File: config.mk
export PLATFORM = sky130hd
export DESIGN_NAME = mixer_pwm_flat
export DESIGN_NICKNAME = d
export VERILOG_FILES = /design/src/rtl/synth_pkg.sv /design/src/rtl/mixer_pwm_if.sv /design/src/rtl/pwm_dac.sv /design/src/rtl/mixer_pwm.sv /design/src/flat_wrapper.sv
export SDC_FILE = /design/constraint.sdc
export NUM_CORES = 1
export LEC_CHECK = 0
export BUFFER_PORTS_ARGS = -buffer_cell sky130_fd_sc_hd__buf_2
export CAP_MARGIN = 25
export CORE_ASPECT_RATIO = 0.6
export CORE_MARGIN = 2
export CORE_UTILIZATION = 40
export DETAILED_ROUTE_END_ITERATION = 16
export HOLD_SLACK_MARGIN = 0.06
export SYNTH_ARGS = -nofsm -noshare
export SYNTH_HDL_FRONTEND = slang
export SYNTH_HIERARCHICAL = 1
export SYNTH_SLANG_ARGS = --single-unit
File: constraint.sdc
create_clock -name clk -period 4.3 [get_ports clk]
set_input_delay 0.215 -clock clk [delete_from_list [all_inputs] [get_ports clk]]
set_output_delay 0.215 -clock clk [all_outputs]
set_load 0.005 [all_outputs]
File: src/rtl/synth_pkg.sv
// Shared synthesiser constants used by the channels, the mixer and the PWM DAC.
//   NUM_CH     : number of channels mixed
//   SAMPLE_W   : width of a channel sample, of the mix and of the PWM counter
//   VOL_W      : per-channel volume width
//   MIX_SHIFT  : right shift that scales the product sum back into SAMPLE_W
//   PWM_PERIOD : PWM period in clock cycles (2**SAMPLE_W)
package synth_pkg;
    localparam int NUM_CH     = 4;
    localparam int SAMPLE_W   = 11;
    localparam int VOL_W      = 4;
    localparam int MIX_SHIFT  = 6;
    localparam int PWM_PERIOD = 2048;
endpackage

File: src/rtl/mixer_pwm_if.sv
// Signal bundle between the mixer_pwm block and whoever drives it.
//   master : drives ena, ch_in, vol, mute; observes mix, pwm_out, period_start
//            and the debug view of the PWM counter and duty register
//   slave  : the mixer_pwm block itself
// Handshake: there is none. Every input is sampled on every rising clk edge
// (no valid/ready), and every output is a register that is valid each cycle.
interface mixer_pwm_if #(
    parameter int NUM_CH   = synth_pkg::NUM_CH,
    parameter int SAMPLE_W = synth_pkg::SAMPLE_W,
    parameter int VOL_W    = synth_pkg::VOL_W
);
    logic                               ena;
    logic [NUM_CH-1:0][SAMPLE_W-1:0]    ch_in;
    logic [NUM_CH-1:0][VOL_W-1:0]       vol;
    logic [NUM_CH-1:0]                  mute;
    logic [SAMPLE_W-1:0]                mix;
    logic                               period_start;
    logic                               pwm_out;
    logic [SAMPLE_W-1:0]                dbg_cnt;
    logic [SAMPLE_W-1:0]                dbg_duty;

    modport master (
        output ena, ch_in, vol, mute,
        input  mix, period_start, pwm_out, dbg_cnt, dbg_duty
    );

    modport slave (
        input  ena, ch_in, vol, mute,
        output mix, period_start, pwm_out, dbg_cnt, dbg_duty
    );
endinterface

File: src/rtl/pwm_dac.sv
// PWM DAC: free-running period counter, duty register and compare.
//   clk, rst     : clock, synchronous active-high reset
//   ena          : run enable; low holds cnt at 0 and the output low
//   duty_in      : duty value, captured only at a period boundary
//   pwm_out      : registered PWM output, high while cnt < duty
//   period_start : one-cycle pulse on the first cycle (cnt = 0) of a period
//   dbg_cnt      : current counter value
//   dbg_duty     : current duty register value
module pwm_dac import synth_pkg::*; #(
    parameter int CNT_W = synth_pkg::SAMPLE_W
) (
    input  logic             clk,
    input  logic             rst,
    input  logic             ena,
    input  logic [CNT_W-1:0] duty_in,
    output logic             pwm_out,
    output logic             period_start,
    output logic [CNT_W-1:0] dbg_cnt,
    output logic [CNT_W-1:0] dbg_duty
);
    localparam logic [CNT_W-1:0] CNT_MAX = CNT_W'(PWM_PERIOD - 1);

    logic [CNT_W-1:0] cnt_q,  cnt_d;
    logic [CNT_W-1:0] duty_q, duty_d;
    logic             pwm_q,  pwm_d;
    logic             ps_q,   ps_d;
    // running_q is low after reset or while disabled, so the next enabled
    // edge opens a fresh period instead of continuing an old one.
    logic             running_q, running_d;

    always_ff @(posedge clk) begin
        if (rst) begin
            cnt_q     <= '0;
            duty_q    <= '0;
            pwm_q     <= 1'b0;
            ps_q      <= 1'b0;
            running_q <= 1'b0;
        end else begin
            cnt_q     <= cnt_d;
            duty_q    <= duty_d;
            pwm_q     <= pwm_d;
            ps_q      <= ps_d;
            running_q <= running_d;
        end
    end

    always_comb begin
        cnt_d     = cnt_q;
        duty_d    = duty_q;
        ps_d      = 1'b0;
        running_d = running_q;
        if (!ena) begin
            cnt_d     = '0;
            running_d = 1'b0;
        end else if (!running_q || cnt_q == CNT_MAX) begin
            cnt_d     = '0;
            duty_d    = duty_in;
            ps_d      = 1'b1;
            running_d = 1'b1;
        end else begin
            cnt_d = cnt_q + 1'b1;
        end
        // Compare uses next-cycle count and duty so the registered output
        // lines up with the counter value it is shown alongside.
        pwm_d = ena && (cnt_d < duty_d);
    end

    assign pwm_out      = pwm_q;
    assign period_start = ps_q;
    assign dbg_cnt      = cnt_q;
    assign dbg_duty     = duty_q;
endmodule

File: src/rtl/mixer_pwm.sv
// Channel mixer with PWM audio output.
//   clk, rst : clock, synchronous active-high reset
//   bus      : mixer_pwm_if slave port
//              ena, ch_in, vol, mute in; mix, period_start, pwm_out,
//              dbg_cnt, dbg_duty out
// Stage 1 registers each channel's volume-scaled (or muted) product, stage 2
// registers the scaled sum, so mix follows the inputs by exactly two cycles
// regardless of ena. The mix feeds the PWM DAC duty input.
module mixer_pwm import synth_pkg::*; #(
    parameter int NUM_CH   = synth_pkg::NUM_CH,
    parameter int SAMPLE_W = synth_pkg::SAMPLE_W,
    parameter int VOL_W    = synth_pkg::VOL_W
) (
    input  logic        clk,
    input  logic        rst,
    mixer_pwm_if.slave  bus
);
    localparam int PROD_W = SAMPLE_W + VOL_W;
    // Wide enough to add NUM_CH full-scale products without overflow.
    localparam int SUM_W  = PROD_W + $clog2(NUM_CH);

    logic [NUM_CH-1:0][PROD_W-1:0] prod_q;
    logic [SUM_W-1:0]              sum;
    logic [SAMPLE_W-1:0]           mix_q;

    always_ff @(posedge clk) begin
        if (rst) begin
            prod_q <= '0;
        end else begin
            for (int i = 0; i < NUM_CH; i++) begin
                prod_q[i] <= bus.mute[i] ? '0
                           : PROD_W'(bus.ch_in[i]) * PROD_W'(bus.vol[i]);
            end
        end
    end

    always_comb begin
        sum = '0;
        for (int i = 0; i < NUM_CH; i++) begin
            sum = sum + SUM_W'(prod_q[i]);
        end
    end

    // Full scale (4 x 2047 x 15) >> 6 = 1919 fits in SAMPLE_W, so the
    // truncation after the shift never drops a set bit.
    always_ff @(posedge clk) begin
        if (rst) begin
            mix_q <= '0;
        end else begin
            mix_q <= SAMPLE_W'(sum >> MIX_SHIFT);
        end
    end

    assign bus.mix = mix_q;

    pwm_dac #(
        .CNT_W (SAMPLE_W)
    ) u_pwm_dac (
        .clk          (clk),
        .rst          (rst),
        .ena          (bus.ena),
        .duty_in      (mix_q),
        .pwm_out      (bus.pwm_out),
        .period_start (bus.period_start),
        .dbg_cnt      (bus.dbg_cnt),
        .dbg_duty     (bus.dbg_duty)
    );
endmodule

File: src/flat_wrapper.sv
// flat-port wrapper written by rule: the top's interface ports become plain ports
module mixer_pwm_flat import synth_pkg::*;
#(
    parameter int NUM_CH   = synth_pkg::NUM_CH,
    parameter int SAMPLE_W = synth_pkg::SAMPLE_W,
    parameter int VOL_W    = synth_pkg::VOL_W
)
  (clk, rst, bus_ena, bus_ch_in, bus_vol, bus_mute, bus_mix, bus_period_start, bus_pwm_out, bus_dbg_cnt, bus_dbg_duty);
  mixer_pwm_if #(.NUM_CH(NUM_CH), .SAMPLE_W(SAMPLE_W), .VOL_W(VOL_W)) bus_i ();
  input  logic clk;
  input  logic rst;
  input wire logic [$bits(bus_i.ena)-1:0] bus_ena;
  input wire logic [$bits(bus_i.ch_in)-1:0] bus_ch_in;
  input wire logic [$bits(bus_i.vol)-1:0] bus_vol;
  input wire logic [$bits(bus_i.mute)-1:0] bus_mute;
  output wire logic [$bits(bus_i.mix)-1:0] bus_mix;
  output wire logic [$bits(bus_i.period_start)-1:0] bus_period_start;
  output wire logic [$bits(bus_i.pwm_out)-1:0] bus_pwm_out;
  output wire logic [$bits(bus_i.dbg_cnt)-1:0] bus_dbg_cnt;
  output wire logic [$bits(bus_i.dbg_duty)-1:0] bus_dbg_duty;
  assign bus_i.ena = bus_ena;
  assign bus_i.ch_in = bus_ch_in;
  assign bus_i.vol = bus_vol;
  assign bus_i.mute = bus_mute;
  assign bus_mix = bus_i.mix;
  assign bus_period_start = bus_i.period_start;
  assign bus_pwm_out = bus_i.pwm_out;
  assign bus_dbg_cnt = bus_i.dbg_cnt;
  assign bus_dbg_duty = bus_i.dbg_duty;
  mixer_pwm #(.NUM_CH(NUM_CH), .SAMPLE_W(SAMPLE_W), .VOL_W(VOL_W)) u_core (.clk(clk), .rst(rst), .bus(bus_i));
endmodule
==> impl_metrics.tcl <==
set metrics [dict create \
    static-leakage-power_nw 5.34 \
    ys_types 65 \
    gp_congestion 0.829 \
    largest_net_degree_at_the_start_of_global_routing 38 \
    hp-start "bus_ch_in[11]" \
    critical_path_arrival_ns 3.51 \
    synth.ff_latch_count 96 \
    global_route_total_overflow 0 \
    timing.final.crit_share 0.757 \
    layout.nets 1503 \
    crit_path_top_delay_cell "sky130_fd_sc_hd__o32ai_4" \
    synth-main-ff-cell "sky130_fd_sc_hd__dfxtp_1" \
    post_cts_hold_buffer_count 0 \
    async_reset_ff_frac 0 \
    max_slew_margin 0.474 \
    critPathRequiredTime_ns 4.55 \
    report.final.setup_viol 0 \
    critical_path.cell_chain "ha_1 -> nand3_4 -> o32ai_4 -> mux2i_1 -> ha_1 -> a21o_1 -> a21o_1 -> a2111o_1 -> a211oi_2" \
    ff_to_ff_end "u_core/u_pwm_dac/pwm_out" \
    detail-route-antenna-nets 0 \
    timing.rr.start "u_core/u_pwm_dac/dbg_cnt[0]" \
    whs_endpoint "u_core/prod_q[15]" \
    grt_antenna_before_repair 1 \
    postSynthNetCount 1417 \
    timing.final.hold_violations 0 \
    max_cap_violations 0 \
    power.density_cell_area_nw_per_um2 335 \
    finClkSkew_ns 0.0128 \
    resized_cells_post_cts 0 \
    met3_wirelength_um 801 \
    grt_first_pass_wirelength_mm 36.4 \
    cts_buffers 9 \
    crit_family "compound AO/OA/AOI/OAI gates" \
    vdd.ir_drop.worst_mv 0.192 \
    core.rowCount 44 \
    fin_setup_tns_ns 0 \
    critical_path.n_buffers_inverters 0 \
    post-cts-setup-buffers 0 \
    cts_tree "yes" \
    synth-warning-count 6 \
    period_minus_slack_ns 3.25 \
    post_synth_instance_area_um2 9850 \
    min_delay_path_depth 2 \
    largest_driver_fanout_on_the_critical_path 12 \
    ctsHtreeMaxLevel 3 \
    hold_path_class "input port to flip-flop" \
    pin_count 102 \
    grt_setup_unrepaired "false" \
    dp_hpwl_mm 17.8 \
    clk_path_buf_depth 2 \
    postSynthCellCount 1148 \
    track_usage 0.172 \
    route.final.wire_length_mm 21.1 \
    clock_latency_reported_for_the_late_side_of_the_worst_skew_pair_ns 0.34 \
    design.die.area_um2 25900 \
    worst-r2r-cell-count 9 \
    clock_sinks 96 \
    drc_errors 0 \
    wl_per_cell_um 13.5 \
    startpoint_type "flip-flop" \
    dp_cells 1545 \
    drt_first_iter_violations 476 \
    max_freq_mhz 307 \
    core_region_area_um2 24200 \
    first_global_vias 7370 \
    ctsRootBufferMaster "sky130_fd_sc_hd__clkbuf_16" \
    die_h_um 126 \
    status "finished, final reports clean" \
    syn-mean-instance-area_um2 8.58 \
    die_width_um 207 \
    met2_wl_post_dr_mm 8.31 \
    top_layer "met4" \
    critPathLaunch "u_core/u_pwm_dac/dbg_cnt[0]" \
    wirelength_met1_mm 11.9 \
    worstSetupPathType "flip-flop to flip-flop" \
    numPortBuffers 101 \
    syn2layout_area_growth_pct 11.2 \
    tightest_slew_ns 0.790 \
    first_pass_iters 5 \
    r2r_slack_ns 1.05 \
    final-instance-count-excl-fill 1561 \
    drt-vias-per-instance 4.79 \
    crit_path_max_incr_delay_ns 0.74 \
    synth_seq_area_share 0.195 \
    via_count 7481 \
    initial_core_util 0.407 \
    drive_gt1_frac 0.117 \
    total_power_mw 3.66 \
    synth_enable_flop_cells 0 \
    cp-end-kind "flip-flop" \
    final_max_slew_viol_count 0 \
    clk_pin_slew_ns 0.07 \
]
[cells in the final DEF, fill, tap and decap left out, drive strengths merged, types with 28 or more instances in the layout]
cell,instances
and2,140
buf,101
inv,225
fa,101
a21oi,34
ha,101
xnor2,28
nand2,71
nor2,103
dfxtp,96
[cell usage after synthesis, types with 3 or more instances]
master	number	area (µm²)
sky130_fd_sc_hd__a211oi_1	11	82.6
sky130_fd_sc_hd__a21o_1	20	150
sky130_fd_sc_hd__a21oi_1	30	150
sky130_fd_sc_hd__a21oi_2	3	26.3
sky130_fd_sc_hd__a221oi_1	3	26.3
sky130_fd_sc_hd__a31oi_1	10	62.6
sky130_fd_sc_hd__and2_1	140	876
sky130_fd_sc_hd__and3_1	4	25.0
sky130_fd_sc_hd__and4_1	4	35.0
sky130_fd_sc_hd__clkbuf_1	24	90.1
sky130_fd_sc_hd__dfxtp_1	96	1920
sky130_fd_sc_hd__fa_1	101	2020
sky130_fd_sc_hd__ha_1	101	1260
sky130_fd_sc_hd__inv_1	222	833
sky130_fd_sc_hd__mux2i_1	13	130
sky130_fd_sc_hd__nand2_1	71	267
sky130_fd_sc_hd__nand2b_1	7	43.8
sky130_fd_sc_hd__nand3_1	8	40.0
sky130_fd_sc_hd__nand3b_1	4	30.0
sky130_fd_sc_hd__nand4_1	9	56.3
sky130_fd_sc_hd__nor2_1	103	387
sky130_fd_sc_hd__nor2b_1	9	56.3
sky130_fd_sc_hd__nor3_1	16	80.1
sky130_fd_sc_hd__nor3b_1	4	30.0
sky130_fd_sc_hd__o211ai_1	4	30.0
sky130_fd_sc_hd__o21a_1	10	75.1
sky130_fd_sc_hd__o21ai_0	18	90.1
sky130_fd_sc_hd__o21ai_1	7	35.0
sky130_fd_sc_hd__o21bai_1	6	45.0
sky130_fd_sc_hd__o31a_1	3	26.3
sky130_fd_sc_hd__o41ai_2	3	48.8
sky130_fd_sc_hd__or2_2	6	37.5
sky130_fd_sc_hd__or3_1	3	18.8
sky130_fd_sc_hd__xnor2_1	28	245
sky130_fd_sc_hd__xor2_1	12	105
[how the worst max path moves through the flow]
stage / slack (ns) / endpoint / depth (start not counted)
after floorplan: 1.04 / u_core/prod_q[27] / 13
after CTS: 1.05 / u_core/u_pwm_dac/pwm_out / 9
after detailed placement: 0.84 / u_core/prod_q[57] / 13
final: 1.05 / u_core/u_pwm_dac/pwm_out / 9
after global placement: 0.93 / u_core/prod_q[27] / 13
after global routing: 0.85 / u_core/u_pwm_dac/pwm_out / 9
[kinds of logic (layout without fill, tap and decap cells)]
family / Yosys count / after routing / share of synthesized area
xor gates and xnor gates: 40 / 40 / 0.0356
buffers and inverters: 248 / 338 / 0.0958
muxes: 14 / 14 / 0.0144
DFF: 96 / 96 / 0.195
other: 0 / 1 / 0
adders and majority gates: 202 / 202 / 0.334
AOI/OAI and AO/OA: 152 / 152 / 0.114
and+or+nand+nor: 396 / 396 / 0.211
[power by group]
part | total (mW) | internal [mW] | switching [mW]
logic | 1.80 | 0.762 | 1.04
clock network | 0.805 | 0.458 | 0.348
registers | 1.06 | 1.00 | 0.0566
total | 3.66 | 2.22 | 1.44
[metrics by stage]
step / worst slack (ns) / hold WS, ns / utilization / area, µm²
2_1_floorplan: 1.04 / 0.287 / - / 9850
3_3_place_gp: 0.926 / 0.499 / 0.440 / 10600
3_5_place_dp: 0.837 / 0.503 / 0.440 / 10600
4_1_cts: 1.05 / 0.155 / 0.453 / 10900
5_1_grt: 0.847 / 0.171 / 0.453 / 10900
6_report: 1.05 / 0.165 / 0.453 / 10900
[sequential cells by signal (all words and copies together) (netlist names)]
signal                         count
u_core/prod_q                     60
u_core/bus.mix                    11
u_core/u_pwm_dac/dbg_cnt          11
u_core/u_pwm_dac/dbg_duty         11
u_core/u_pwm_dac/period_start      1
u_core/u_pwm_dac/pwm_out           1
u_core/u_pwm_dac/running_q         1
[area by class of cell]
cell class / count / area, µm²
inverter: 222 / 833
sequential: 96 / 1920
multi-input combinational: 804 / 6980
timing repair buffer: 101 / 505
antenna: 1 / 2.50
fill: 2415 / 13200
clock inverter: 6 / 76.3
tap: 322 / 403
clock buffer: 9 / 225
[layer usage]
| metal | GRT usage | vias up |
|---|---|---|
| met5 | 0 | - |
| met4 | 0.0197 | 0 |
| met3 | 0.0242 | 7 |
| met2 | 0.241 | 126 |
| met1 | 0.282 | 3532 |
| li1 | - | 3816 |
No activity file was read; power rests on OpenSTA's default activity.
